[src/rtl/ir_regfile_cc.sv]
// LC-3 instruction register, eight-entry register file, NZP condition codes and branch enable.
// All loads sample the shared Bus on the rising edge of Clk and use pre-edge IR/NZP.
module ir_regfile_cc #(
  parameter logic [2:0] CC_RESET = 3'b010
) (
  input  logic        Clk,
  input  logic        Reset,
  input  logic [15:0] Bus,
  input  logic        LD_IR,
  input  logic        LD_REG,
  input  logic        LD_CC,
  input  logic        LD_BEN,
  input  logic        DRMUX,
  input  logic        SR1MUX,
  output logic [15:0] IR,
  output logic [3:0]  Opcode,
  output logic        IR_5,
  output logic        IR_11,
  output logic        BEN,
  output logic [2:0]  NZP,
  output logic [15:0] SR1_OUT,
  output logic [15:0] SR2_OUT
);

  logic [15:0] r_ir;
  logic [15:0] r_regs [8];
  logic [2:0]  r_nzp;
  logic        r_ben;

  logic [2:0]  w_dr;
  logic [2:0]  w_sr1;
  logic [2:0]  w_cc_next;
  logic [7:0]  w_we;

  assign w_dr  = DRMUX  ? 3'b111      : r_ir[11:9];
  assign w_sr1 = SR1MUX ? r_ir[8:6]   : r_ir[11:9];

  always_comb begin
    w_cc_next = 3'b001;
    if (Bus[15])
      w_cc_next = 3'b100;
    else if (Bus == 16'h0000)
      w_cc_next = 3'b010;
  end

  // One write enable per register; DR is decoded from the IR held before this edge.
  genvar gi;
  generate
    for (gi = 0; gi < 8; gi++) begin : g_we
      assign w_we[gi] = LD_REG && (w_dr == 3'(gi));
    end
  endgenerate

  always_ff @(posedge Clk) begin
    if (Reset) begin
      for (int i = 0; i < 8; i++)
        r_regs[i] <= 16'h0000;
    end else begin
      for (int i = 0; i < 8; i++)
        if (w_we[i])
          r_regs[i] <= Bus;
    end
  end

  always_ff @(posedge Clk) begin
    if (Reset) begin
      r_ir  <= 16'h0000;
      r_nzp <= CC_RESET;
      r_ben <= 1'b0;
    end else begin
      if (LD_IR)
        r_ir <= Bus;
      if (LD_CC)
        r_nzp <= w_cc_next;
      if (LD_BEN)
        r_ben <= |(r_ir[11:9] & r_nzp);
    end
  end

  assign IR      = r_ir;
  assign Opcode  = r_ir[15:12];
  assign IR_5    = r_ir[5];
  assign IR_11   = r_ir[11];
  assign BEN     = r_ben;
  assign NZP     = r_nzp;
  assign SR1_OUT = r_regs[w_sr1];
  assign SR2_OUT = r_regs[r_ir[2:0]];

endmodule
[config.mk]
export PLATFORM = sky130hd
export DESIGN_NAME = ir_regfile_cc
export DESIGN_NICKNAME = d
export VERILOG_FILES = /design/src/rtl/ir_regfile_cc.sv
export SDC_FILE = /design/constraint.sdc
export NUM_CORES = 1
export LEC_CHECK = 0
export BUFFER_PORTS_ARGS = -buffer_cell sky130_fd_sc_hd__buf_4
export CORE_MARGIN = 4
export CORE_UTILIZATION = 48
export CTS_CLUSTER_SIZE = 40
export DETAILED_ROUTE_END_ITERATION = 10
export GPL_TIMING_DRIVEN = 0
export PLACE_DENSITY = 0.69
export SYNTH_ARGS = -nofsm -noshare
export SYNTH_HDL_FRONTEND = slang
export SYNTH_SLANG_ARGS = --single-unit
[constraint.sdc]
create_clock -name Clk -period 3.07 [get_ports Clk]
set_input_delay 0.614 -clock Clk [delete_from_list [all_inputs] [get_ports Clk]]
set_output_delay 0.614 -clock Clk [all_outputs]
set_load 0.01 [all_outputs]
Yosys cells after proc, flatten, opt, wreduce, memory -nomap -nowiden
Memories as Yosys holds them, arrays and structs flattened. A register that Yosys moved wholly into a read port is not among the register bits.
Index checks and enable logic that the tools add are counted.
Operators by class
  equal/unequal tests: 7
  mux-type cells: 40
  bitwise operators: 9
  reduce and logical (&&, ||, !) cells: 11
Operator list (number)
  $mux W16: 8
  $mux W1: 26
  $logic_not A16 Y1: 1
  $mux W3: 5
  $eq A3 B3 Y1 const B: 4
  $logic_and A1 B1 Y1: 8
  $or A1 B1 Y1: 8
  $eq A3 B2 Y1 const B: 2
  $and A3 B3 Y3: 1
  $eq A3 B1 Y1 const B: 1
  $logic_not A3 Y1: 1
  $reduce_or A3 Y1: 1
  $mux W2: 1
Storage, ports and cells
  register bits after elaboration: 20
  bits in writable memories: 128
  input port bits: 24
  output and inout port bits: 58
  word-level logic and storage cells: 71
  memories kept: 1
Memory list
  r_regs: words 8, width 16, rd ports 2, clocked after memory_dff 1, wr ports 8, RTL line 26  | logic [15:0] r_regs [8];

Longest topological paths before layout
  depth after elaboration: 7
  gate-level depth with buffers: 6
  gate-level depth less buffers: 4

Least setup slack after synthesis
OpenSTA, ideal clock, no wires.
  path type: input port to output port
  start: input port SR1MUX
  end: output port SR1_OUT[1]
  arrival time: 1.950 ns
  required time: 2.456 ns
  setup slack: 0.506 ns
  cell stages on the path: 6
  buffers on the path: 2
  cells stage by stage: buf_6 mux2i_4 buf_6 mux4_1 nand2_1 nand2_1
On the way
  word-level cells in the longest chain between the ends: 2
Ends and longest elaborated chain
  from (decl): RTL line 14  | input logic SR1MUX,
  $mux W3: RTL line 36  | assign w_sr1 = SR1MUX ? r_ir[8:6] : r_ir[11:9];
  $mem_v2 Z8 W16
  to (decl): RTL line 21  | output logic [15:0] SR1_OUT,
Every way passes these cells.

==> flow_metrics.tcl <==
set metrics [dict create \
    clock-sinks 151 \
    layout_cells_sized_above_1_pct 31.35 \
    antenna_violations_before_repair 0 \
    fp.dieH_um 132.5 \
    io-pin-count 82 \
    postPlaceCellArea_um2 8257 \
    floorplan.initialDensity_pct 48.91 \
    status "complete, no violations" \
    grt_start_max_net_pins 17 \
    groute.layer.met2.usage_pct 41.86 \
    drt_pass1_iterations 6 \
    path_common_cell "sky130_fd_sc_hd__buf_4" \
    timing.final.max_slew_violations 0 \
    post_syn_area_um2 7436 \
    cpMaxStageDelayCell "sky130_fd_sc_hd__mux4_2" \
    layer_carrying_the_most_global_route_usage "met2" \
    timing.hold.worst.class "input pin to flip-flop" \
    tightestPinTransition_ns 1.270 \
    timing.final.setup_violations 0 \
    clkLatencyLatePin_ns 0.43 \
    grt_overflow_total 0 \
    synthesis.yosys.warnings 0 \
    critical_path.max_fanout 10 \
    nets 649 \
    dieArea_um2 17550 \
    stdcell_count 826 \
    floorplan_core_area_um2 15200 \
    detailedPlace.worstSlack_ns 0.06204 \
    vias_in_the_first_global_route 5258 \
    layout.cells.most_common_list "sky130_fd_sc_hd__edfxtp_1 (128), sky130_fd_sc_hd__nor2_1 (117), sky130_fd_sc_hd__buf_4 (91)" \
    grtUsageMet1_pct 29.59 \
    hold_buf_count_cts 0 \
    layout-area-overhead-vs-synth_pct 19.13 \
    remaining_drc_errors 0 \
    mostFrequentLayoutCell "sky130_fd_sc_hd__edfxtp_1" \
    worst-setup-path-type "flip-flop to output port" \
    cts-root-buf "sky130_fd_sc_hd__clkbuf_16" \
    power-per-cell-area_nw_per_um2 576.9 \
    wire_length_of_the_first_global_routing_pass_um 30940 \
    number_of_cell_rows 45 \
    cts-htree-levels 4 \
    synth_seq_area_share_pct 57.88 \
    synth_fp_nets 550 \
    timing.final.ws_setup_ns 0.04584 \
    floorplan.die.width_um 132.5 \
    gpl.final_weighted_congestion 0.8018 \
    drv.max_cap_violation_count 0 \
    report.final.hold_viol_count 0 \
    critical-path-top-delay-family "multiplexers" \
    cp.required_ns 2.46 \
    finalClockSkew_ns 0.006338 \
    syn_avg_cell_area_um2 14.14 \
    placed_cells_incl_taps 792 \
    dr.first_iter.drc_count 724 \
    ir_drop_mv 0.5064 \
    path_buf_inv 3 \
    post-route-cell-area_um2 8859 \
    cts_inserted_buffers 17 \
    filler_cell_count 1215 \
    tritoncts "yes" \
    vias_per_cell 5.995 \
    timing.final.crit_period_ns 3.024 \
    slew_headroom_pct 15.32 \
    timing.critical_path.from_type "flip-flop" \
    io_port_bufs 78 \
    worst_setup_path_end_kind "output port" \
    synthesis.instances 526 \
    cts_clk_pin_slew_worst_paths_ns 0.06 \
    max_freq_ghz 0.3307 \
    worst_path_largest_cell_delay_ns 0.55 \
    ctsLongestPathBuffers 2 \
    power_leakage_nw 3.576 \
    avgRoutedWirePerCell_um 24.93 \
    worstPathCellList "clkbuf_1 -> buf_4 -> mux4_2 -> mux2_2 -> buf_4" \
    antennaDiodeCount 0 \
    route.antenna.remaining_nets 0 \
    num_vias 4952 \
    final_critical_path_share_of_the_clock_period_pct 98.51 \
    dp_hpwl_um 13160 \
    postSynthRegisterBits 151 \
    yosys.cell_types.count 34 \
    wire_length_reported_by_the_detailed_router_um 20600 \
    met3_usage_pct 6.996 \
    endpoint_arrival_time_on_the_critical_path_ns 2.41 \
    rsz0062_at_grt "true" \
    gr-usage-all-layers_pct 24.15 \
]
[kinds of logic after synthesis]
kind of cell	count (synthesis)	synth area share, %
muxes	100	25.42
buffers and inverters	57	3.803
AOI/OAI and AO/OA	15	1.397
and+or+nand+nor	203	11.49
DFF	151	57.88
[report_power, final]
group	leakage [nW]	internal (mW)	switching (mW)	total, mW
clock network	0.280	1.17	0.817	1.98
logic	1.79	0.347	0.375	0.722
registers	1.51	2.34	0.0617	2.40
total	3.58	3.86	1.25	5.11
[Yosys cell counts]
| cell | n | share of area, % |
|---|---|---|
| sky130_fd_sc_hd__edfxtp_1 | 128 | 52 |
| sky130_fd_sc_hd__nor2_1 | 117 | 5.9 |
| sky130_fd_sc_hd__nand2_1 | 50 | 2.5 |
| sky130_fd_sc_hd__mux4_2 | 45 | 14 |
| sky130_fd_sc_hd__nand2b_1 | 24 | 2.0 |
| sky130_fd_sc_hd__dfxtp_1 | 23 | 6.2 |
| sky130_fd_sc_hd__clkbuf_1 | 19 | 0.96 |
| sky130_fd_sc_hd__mux2i_1 | 19 | 2.6 |
| sky130_fd_sc_hd__inv_1 | 18 | 0.91 |
| sky130_fd_sc_hd__mux4_1 | 18 | 6.4 |
| sky130_fd_sc_hd__mux2_2 | 17 | 2.6 |
| sky130_fd_sc_hd__buf_4 | 8 | 0.81 |
| sky130_fd_sc_hd__buf_2 | 7 | 0.47 |
| sky130_fd_sc_hd__buf_6 | 4 | 0.61 |
| sky130_fd_sc_hd__nor4_1 | 4 | 0.34 |
| sky130_fd_sc_hd__a21oi_1 | 3 | 0.20 |
| sky130_fd_sc_hd__a211oi_1 | 2 | 0.20 |
| sky130_fd_sc_hd__a31o_2 | 2 | 0.24 |
| sky130_fd_sc_hd__nand3_1 | 2 | 0.13 |
| sky130_fd_sc_hd__o21ai_0 | 2 | 0.13 |
| sky130_fd_sc_hd__a21o_1 | 1 | 0.10 |
| sky130_fd_sc_hd__a221oi_1 | 1 | 0.12 |
| sky130_fd_sc_hd__a222oi_1 | 1 | 0.13 |
| sky130_fd_sc_hd__and3b_1 | 1 | 0.12 |
| sky130_fd_sc_hd__buf_1 | 1 | 0.050 |
| sky130_fd_sc_hd__mux2i_4 | 1 | 0.30 |
| sky130_fd_sc_hd__nand3b_1 | 1 | 0.10 |
| sky130_fd_sc_hd__nand4_1 | 1 | 0.084 |
| sky130_fd_sc_hd__nor3b_1 | 1 | 0.10 |
| sky130_fd_sc_hd__o211ai_1 | 1 | 0.10 |
| sky130_fd_sc_hd__o21ai_1 | 1 | 0.067 |
| sky130_fd_sc_hd__o21bai_1 | 1 | 0.10 |
| sky130_fd_sc_hd__or2_1 | 1 | 0.084 |
| sky130_fd_sc_hd__or2_2 | 1 | 0.084 |
[flip-flops by register name (all words and copies together) (netlist names), named ones only]
register	flops
IR	16
NZP	3
BEN	1
r_regs	128
[per-stage QoR]
| stage | setup TNS (ns) | utilization [%] | total power [mW] | hold WS (ns) |
|---|---|---|---|---|
| after floorplan | 0 | - | 2.850 | 0.5005 |
| after global placement | 0 | 54.31 | 3.143 | 0.4749 |
| after detailed placement | 0 | 54.31 | 3.159 | 0.4856 |
| after CTS | 0 | 58.23 | 5.114 | 0.3687 |
| after global routing | -0.3299 | 58.27 | 5.273 | 0.3742 |
| final | 0 | 58.27 | 5.110 | 0.3773 |
[per-layer routing]
| metal | vias up | part of all wire, % |
|---|---|---|
| li1 | 2158 | - |
| met1 | 2471 | 36 |
| met2 | 285 | 52 |
| met3 | 38 | 9.3 |
| met4 | 0 | 2.0 |
| met5 | - | 0 |
[final cells by class]
cell class                 instances  area, µm²  area share (%)
timing repair buffer              80      600.6           6.780
clock inverter                     6      38.79          0.4379
sequential                       151       4304           48.59
multi-input combinational        318       2856           32.25
clock buffer                      26      520.5           5.876
inverter                          18      67.56          0.7627
buffer                            39      235.2           2.655
tap                              188      235.2           2.655
[worst register-to-register path: stages (launching register included)]
cell and delay [ns]:
sky130_fd_sc_hd__dfxtp_1 0.40, sky130_fd_sc_hd__nor3b_1 0.52, sky130_fd_sc_hd__nand3_1 0.47, sky130_fd_sc_hd__nand2b_1 0.99
[worst paths after layout]
check | from | endpoint | slack (ns) | cells after the start
hold reg to reg | IR[3] | IR[3] | 0.50 | 2
hold / removal | LD_BEN | BEN | 0.38 | 2
setup reg to reg | IR[11] | r_regs[3][7] | 0.29 | 3
setup / recovery | flip-flop | SR2_OUT[14] | 0.05 | 5
[what timing repair did]
action,4_1_cts,5_1_grt
buffers inserted,2,0
endpoints found under the setup margin,28,18
gates resized for setup,10,2
No activity file was read; power rests on OpenSTA's default activity.
